File: config.mk
export PLATFORM = sky130hd
export DESIGN_NAME = hazard_ctrl
export DESIGN_NICKNAME = d
export VERILOG_FILES = /design/src/rtl/hazard_ctrl.sv
export SDC_FILE = /design/constraint.sdc
export NUM_CORES = 1
export LEC_CHECK = 0
export BUFFER_PORTS_ARGS = -buffer_cell sky130_fd_sc_hd__buf_2
export CORE_MARGIN = 4
export CORE_UTILIZATION = 54
export CTS_CLUSTER_DIAMETER = 60
export CTS_CLUSTER_SIZE = 14
export DETAILED_ROUTE_END_ITERATION = 6
export PLACE_DENSITY = 0.84
export SYNTH_ARGS = -nofsm -noshare
export SYNTH_HDL_FRONTEND = slang
export SYNTH_SLANG_ARGS = --single-unit
File: constraint.sdc
create_clock -name clk -period 3.37 [get_ports clk]
set_input_delay 0.674 -clock clk [delete_from_list [all_inputs] [get_ports clk]]
set_output_delay 0.674 -clock clk [all_outputs]
set_load 0.05 [all_outputs]
File: src/rtl/hazard_ctrl.sv
// Hazard/stall sequencer for the 5-stage pipe: branch flush, load-use interlock, fixed-latency mult/div hold.
// Latency: hazard controls are combinational (same cycle); muldiv_done is registered, one cycle after the hold ends.
// Backpressure: asserts pc_stall/ifid_stall/idex_bubble upstream; it has no input it must wait on.
module hazard_ctrl #(
  parameter int MD_LATENCY = 4
) (
  input  logic        clk,
  input  logic        rst_n,
  input  logic [4:0]  id_rs,
  input  logic [4:0]  id_rt,
  input  logic        id_uses_rt,
  input  logic        id_muldiv,
  input  logic        ex_mem_read,
  input  logic [4:0]  ex_rt,
  input  logic        ex_branch_taken,
  output logic        pc_stall,
  output logic        ifid_stall,
  output logic        ifid_flush,
  output logic        idex_bubble,
  output logic        muldiv_done,
  output logic [15:0] stall_count
);

  typedef enum logic {
    RUN     = 1'b0,
    MD_WAIT = 1'b1
  } state_t;

  // Counter preload: the entry cycle is the first of MD_LATENCY stall cycles.
  localparam logic [3:0] MD_CNT_INIT = 4'(MD_LATENCY - 1);

  state_t      r_state;
  logic [3:0]  r_cnt;
  logic        r_muldiv_done;
  logic [15:0] r_stall_count;

  logic w_load_use;
  logic w_md_entry;
  logic w_stall;
  logic w_flush;

  // Register 0 is hardwired zero, so a load targeting it is never a real dependency.
  assign w_load_use = ex_mem_read && (ex_rt != 5'd0) &&
                      ((ex_rt == id_rs) || (id_uses_rt && (ex_rt == id_rt)));

  // Hazard priority decode: branch flush beats load-use beats mult/div entry.
  always_comb begin
    w_md_entry = 1'b0;
    w_stall    = 1'b0;
    w_flush    = 1'b0;
    if (r_state == MD_WAIT) begin
      w_stall = 1'b1;
    end else if (ex_branch_taken) begin
      // The ID instruction is on the wrong path, so a mult/div there is dropped.
      w_flush = 1'b1;
    end else if (w_load_use) begin
      w_stall = 1'b1;
    end else if (id_muldiv && !r_muldiv_done) begin
      // A done pulse means this mult/div already served its hold and must advance.
      w_stall    = 1'b1;
      w_md_entry = 1'b1;
    end
  end

  // Controls are forced low while reset is held, regardless of the inputs.
  assign pc_stall    = rst_n && w_stall;
  assign ifid_stall  = rst_n && w_stall;
  assign ifid_flush  = rst_n && w_flush;
  assign idex_bubble = rst_n && (w_stall || w_flush);
  assign muldiv_done = rst_n && r_muldiv_done;
  assign stall_count = rst_n ? r_stall_count : 16'd0;

  // Mult/div hold FSM: count down the remaining stall cycles, pulse done on release.
  always_ff @(posedge clk or negedge rst_n) begin
    if (!rst_n) begin
      r_state       <= RUN;
      r_cnt         <= 4'd0;
      r_muldiv_done <= 1'b0;
    end else begin
      r_muldiv_done <= 1'b0;
      case (r_state)
        RUN: begin
          if (w_md_entry) begin
            r_state <= MD_WAIT;
            r_cnt   <= MD_CNT_INIT;
          end
        end
        MD_WAIT: begin
          r_cnt <= r_cnt - 4'd1;
          if (r_cnt == 4'd1) begin
            r_state       <= RUN;
            r_muldiv_done <= 1'b1;
          end
        end
        default: begin
          r_state <= RUN;
        end
      endcase
    end
  end

  // Performance counter of PC-hold cycles; sticks at all-ones instead of wrapping.
  always_ff @(posedge clk or negedge rst_n) begin
    if (!rst_n) begin
      r_stall_count <= 16'd0;
    end else if (w_stall && (r_stall_count != 16'hFFFF)) begin
      r_stall_count <= r_stall_count + 16'd1;
    end
  end

endmodule

# Word-level counts from Yosys, hierarchy flattened
# Cells that the tools add are included.
# word_totals
regBits,22
in_bits,21
word_cells,42
# classes
addsub,2
n_eq_ne,5
mux,17
n_bitwise,1
n_reduce_logical,13
# ops
op,n
"adder 16 x 1 -> 16 bit, second input constant",1
two-way mux 16 bit,1
"!= test 16 bit, second input constant",1
two-way mux 1 bit,13
== test 5 bit,2
logical AND 1 bit,9
case mux 4 bit (2 select lines),1
nonzero test 5 bit,1
"== test 4 x 1 -> 1 bit, second input constant",1
two-way mux 4 bit,1
"subtractor 4 x 1 -> 4 bit, second input constant",1
logical OR 1 bit,2
"!= test 2 bit, second input constant",1
case mux 1 bit (2 select lines),1
zero test 1 bit,1
NOT 1 bit,1

# Logic depth before layout (Yosys ltp)
# depth
word_depth,9
depth_mapped,8
depth_no_buf,7

# Worst setup path after synthesis
# No wires, ideal clock.
# synth_timing
path_type,in2out
startpoint,input ex_rt[3]
endpoint,output idex_bubble
t_arrival_ns,2.671
required_ns,2.696
setup_slack_ns,0.025
cell_stages,5
n_path_buf,0
path_cell_list,xor2_1 > nor4_1 > a32oi_1 > or2_1 > a21boi_0
# synth_between
elab_chain_len,9
elab_cells_between_ends,12
classes_between,2 x eq/ne; 3 x mux; 7 x reduce/logical
# synth_rtl
element,line_no,source
start: declaration,14,"input logic [4:0] ex_rt,"
== test 5 bit,44,((ex_rt == id_rs) || (id_uses_rt && (ex_rt == id_rt)));
logical AND 1 bit,44,
logical OR 1 bit,44,
logical AND 1 bit *,43,assign w_load_use = ex_mem_read && (ex_rt != 5'd0) &&
two-way mux 1 bit *,56,end else if (w_load_use) begin
two-way mux 1 bit *,53,end else if (ex_branch_taken) begin
two-way mux 1 bit *,51,if (r_state == MD_WAIT) begin
logical OR 1 bit *,69,assign idex_bubble = rst_n && (w_stall || w_flush);
logical AND 1 bit *,69,
end: declaration,19,"output logic idex_bubble,"
# Every way passes the cells marked *; elsewhere a longest branch is shown, timed or not.

# Worst setup path in the final report
# layout_timing
startpoint,input ex_rt[3]
endpoint,output ifid_stall
# layout_between
elab_chain_len,8
elab_cells_between_ends,11
classes_between,2 x eq/ne; 3 x mux; 6 x reduce/logical
# layout_rtl
element,line_no,source
== test 5 bit,44,
logical AND 1 bit,44,
logical OR 1 bit,44,
logical AND 1 bit *,43,
two-way mux 1 bit *,56,
two-way mux 1 bit *,53,
two-way mux 1 bit *,51,
logical AND 1 bit *,67,assign ifid_stall = rst_n && w_stall;
end: declaration,17,"output logic ifid_stall,"
# Marks and branches as above.

==> impl_metrics.tcl <==
set metrics [dict create \
    outcome "finished, final reports clean" \
    wl_per_cell_um 13.8 \
    ir_worst_vdd_mv 0.519 \
    grt_usage 0.175 \
    async_flop_share 1.00 \
    die_x_um 58.3 \
    clk_pin_slew_ns 0.12 \
    placedCellCount 200 \
    synth-main-ff-cell "dfrtp_1" \
    rr_worst_depth 6 \
    grt_max_degree 36 \
    critPathMostFrequentCell "buf_2" \
    start_util 0.589 \
    drt-total-wl_mm 2.83 \
    core_sq_um 2320 \
    dieHeight_um 58.3 \
    slowest_stage "o31ai_1" \
    diodes 0 \
    placed_cell_area_sq_um 1580 \
    syn_inst 135 \
    post_cts_resized 0 \
    synthMuxAreaShare 0.0229 \
    crit_fanout 3 \
    yosys.area_share.simple 0.290 \
    grt_overflow_total 0 \
    cp_num_buf_inv 2 \
    fin_tns_setup_ns 0 \
    final_area_sq_um 1620 \
    clock_latency_ns 0.31 \
    cts_tree "built" \
    stdcell_count 204 \
    hold_class "primary input to asynchronous set/reset pin" \
    synth_top_area_cell "dfrtp_1" \
    rows 17 \
    timing.hold.ws_ns 0.333 \
    grt_pass1_wl_mm 4.71 \
    synth_area_sq_um 1370 \
    final_max_slew_viol_count 0 \
    post-dp-hpwl_mm 2.10 \
    yosys_warnings 0 \
    cts_setup_buffers 0 \
    drive_above_1_share 0.324 \
    clockBufferDepth 2 \
    power.leakage_nw 0.810 \
    worst_r2r_endpoint "r_stall_count[1]$_DFFE_PN0P_" \
    yosysUniqueCellTypes 39 \
    multi_input_area_sq_um 773 \
    max_freq_ghz 0.347 \
    fillers 190 \
    critPathRequiredTime_ns 2.70 \
    clock_sinks 22 \
    hold_buffers 0 \
    end_kind "output port" \
    synth_compound_area_frac 0.0724 \
    numPortBuffers 41 \
    cts-root-buf "clkbuf_4" \
    fin_crit_ns 2.88 \
    rsz0062_at_grt "no" \
    synthAdderAreaFrac 0.0275 \
    crit_type "primary input to output port" \
    via_per_inst 5.51 \
    nNetsFinal 201 \
    worstSetupStartpoint "ex_rt[3]" \
    register_area_sq_um 551 \
    synth_top_area_frac 0.403 \
    max_slew.worst_pin.slew_ns 0.553 \
    synth-edff-count 0 \
    ff2ff_setup_slack_ns 1.24 \
    drc 0 \
    cp_data_arrival_time_ns 2.20 \
    startpoint_type "primary input" \
    synth_top_family_by_area "simple AND/OR/NAND/NOR gates" \
    power.density_nw_per_um2 631 \
    ant_nets 0 \
    synth_fp_nets 159 \
    period_share 0.854 \
    reg2reg_from "r_stall_count[0]$_DFFE_PN0P_" \
    syn_area_per_cell_sq_um 10.1 \
    dieArea_sq_um 3400 \
    post-place-ws_ns 0.482 \
    synth-xor-area-share 0.154 \
    via_count 1124 \
    dr.pass1.iters 4 \
    grt_pass1_vias 1083 \
    crit_chain "buf_2, xor2_1, nor4_1, a32oi_1, o31ai_1, and2_1, buf_2" \
    cts_buffers 3 \
    gp_congestion 0.759 \
    worst_slack_ns 0.491 \
    htreeDepth 1 \
    yosysSeqAreaShare 0.403 \
    final.setup_skew_ns 0.00275 \
    setup_viol 0 \
    syn_to_final_growth_pct 18.6 \
    maxCapViolations 0 \
    synth.area.top_cells "dfrtp_1 40%, and2_1 8.7%, xnor2_1 8.3%" \
    crit_family "compound AO/OA/AOI/OAI gates" \
    drtIter0Drc 29 \
    finalHoldViolCount 0 \
    relSlewSlack 0.631 \
    io_pins 42 \
    antenna_found_initial 0 \
    crit_path_max_incr_delay_ns 0.32 \
    ys_ff_latch 22 \
]
through the flow:
step,utilization,power [mW]
2_1_floorplan,-,0.781
3_3_place_gp,0.683,0.858
5_1_grt,0.698,1.09
3_5_place_dp,0.683,0.883
6_report,0.698,1.02
4_1_cts,0.698,1.03
routing by layer:
| metal | track usage | vias up | wire length, um |
|---|---|---|---|
| li1 | - | 548 | - |
| met1 | 0.203 | 528 | 1220 |
| met2 | 0.316 | 44 | 1370 |
| met3 | 0.0334 | 4 | 217 |
| met4 | 0.0629 | 0 | 21 |
| met5 | 0 | - | 0 |
report_power, final:
group | total [mW] | internal, mW | switching [mW]
Sequential | 0.428 | 0.340 | 0.0871
Combinational | 0.448 | 0.174 | 0.275
Clock | 0.145 | 0.0660 | 0.0790
Total | 1.02 | 0.580 | 0.441
kinds of logic (layout without fill, tap and decap cells):
logic type,after synthesis,after routing
AOI/OAI and AO/OA,10,10
DFF,22,22
xor gates and xnor gates,24,24
buffers and inverters,8,49
and+or+nand+nor,65,65
muxes,3,3
adders and majority gates,3,3
worst reg2reg max path, stage by stage, from the launching register on:
cell	delay (ns)
dfrtp_1	0.43
ha_1	0.22
nand3_1	0.14
nor4_2	0.08
a311o_2	0.39
o22ai_4	0.38
mux2_2	0.39
how the worst max path moves through the flow:
stage / depth (start not counted) / end
after global placement: 7 / ifid_stall
final: 7 / ifid_stall
after detailed placement: 7 / ifid_stall
after CTS: 7 / ifid_stall
after global routing: 7 / pc_stall
after floorplan: 5 / idex_bubble
flip-flops by register name (all words and copies together), names as in the netlist:
signal,cells
r_stall_count,16
r_cnt,4
r_muldiv_done,1
r_state,1
placed cells by master, fill, tap and decap left out, types with 2 or more instances in the layout:
master,synthesis,final
nand4_1,5,5
nand2_1,9,9
dfrtp_1,22,22
nor2_1,6,6
and3_2,2,2
buf_2,0,41
mux2i_1,2,2
nor3b_1,2,2
ha_1,3,3
nor3_1,3,3
nand3_1,2,2
xor2_1,11,11
inv_1,3,3
nor2b_1,2,2
clkbuf_4,0,3
and2_1,19,19
and3_1,6,6
xnor2_1,13,13
Yosys cell counts, types with 3 or more instances:
| cell | n |
|---|---|
| dfrtp_1 | 22 |
| and2_1 | 19 |
| xnor2_1 | 13 |
| xor2_1 | 11 |
| nand2_1 | 9 |
| and3_1 | 6 |
| nor2_1 | 6 |
| nand4_1 | 5 |
| clkbuf_1 | 3 |
| ha_1 | 3 |
| inv_1 | 3 |
| nor3_1 | 3 |
final cells by class:
type | count | share of cell area
Tap cell | 28 | 0.0216
Timing Repair Buffer | 42 | 0.131
Multi-Input combinational cell | 105 | 0.478
Inverter | 3 | 0.00696
Sequential cell | 22 | 0.340
Clock buffer | 4 | 0.0224
No activity file was read; power rests on OpenSTA's default activity.
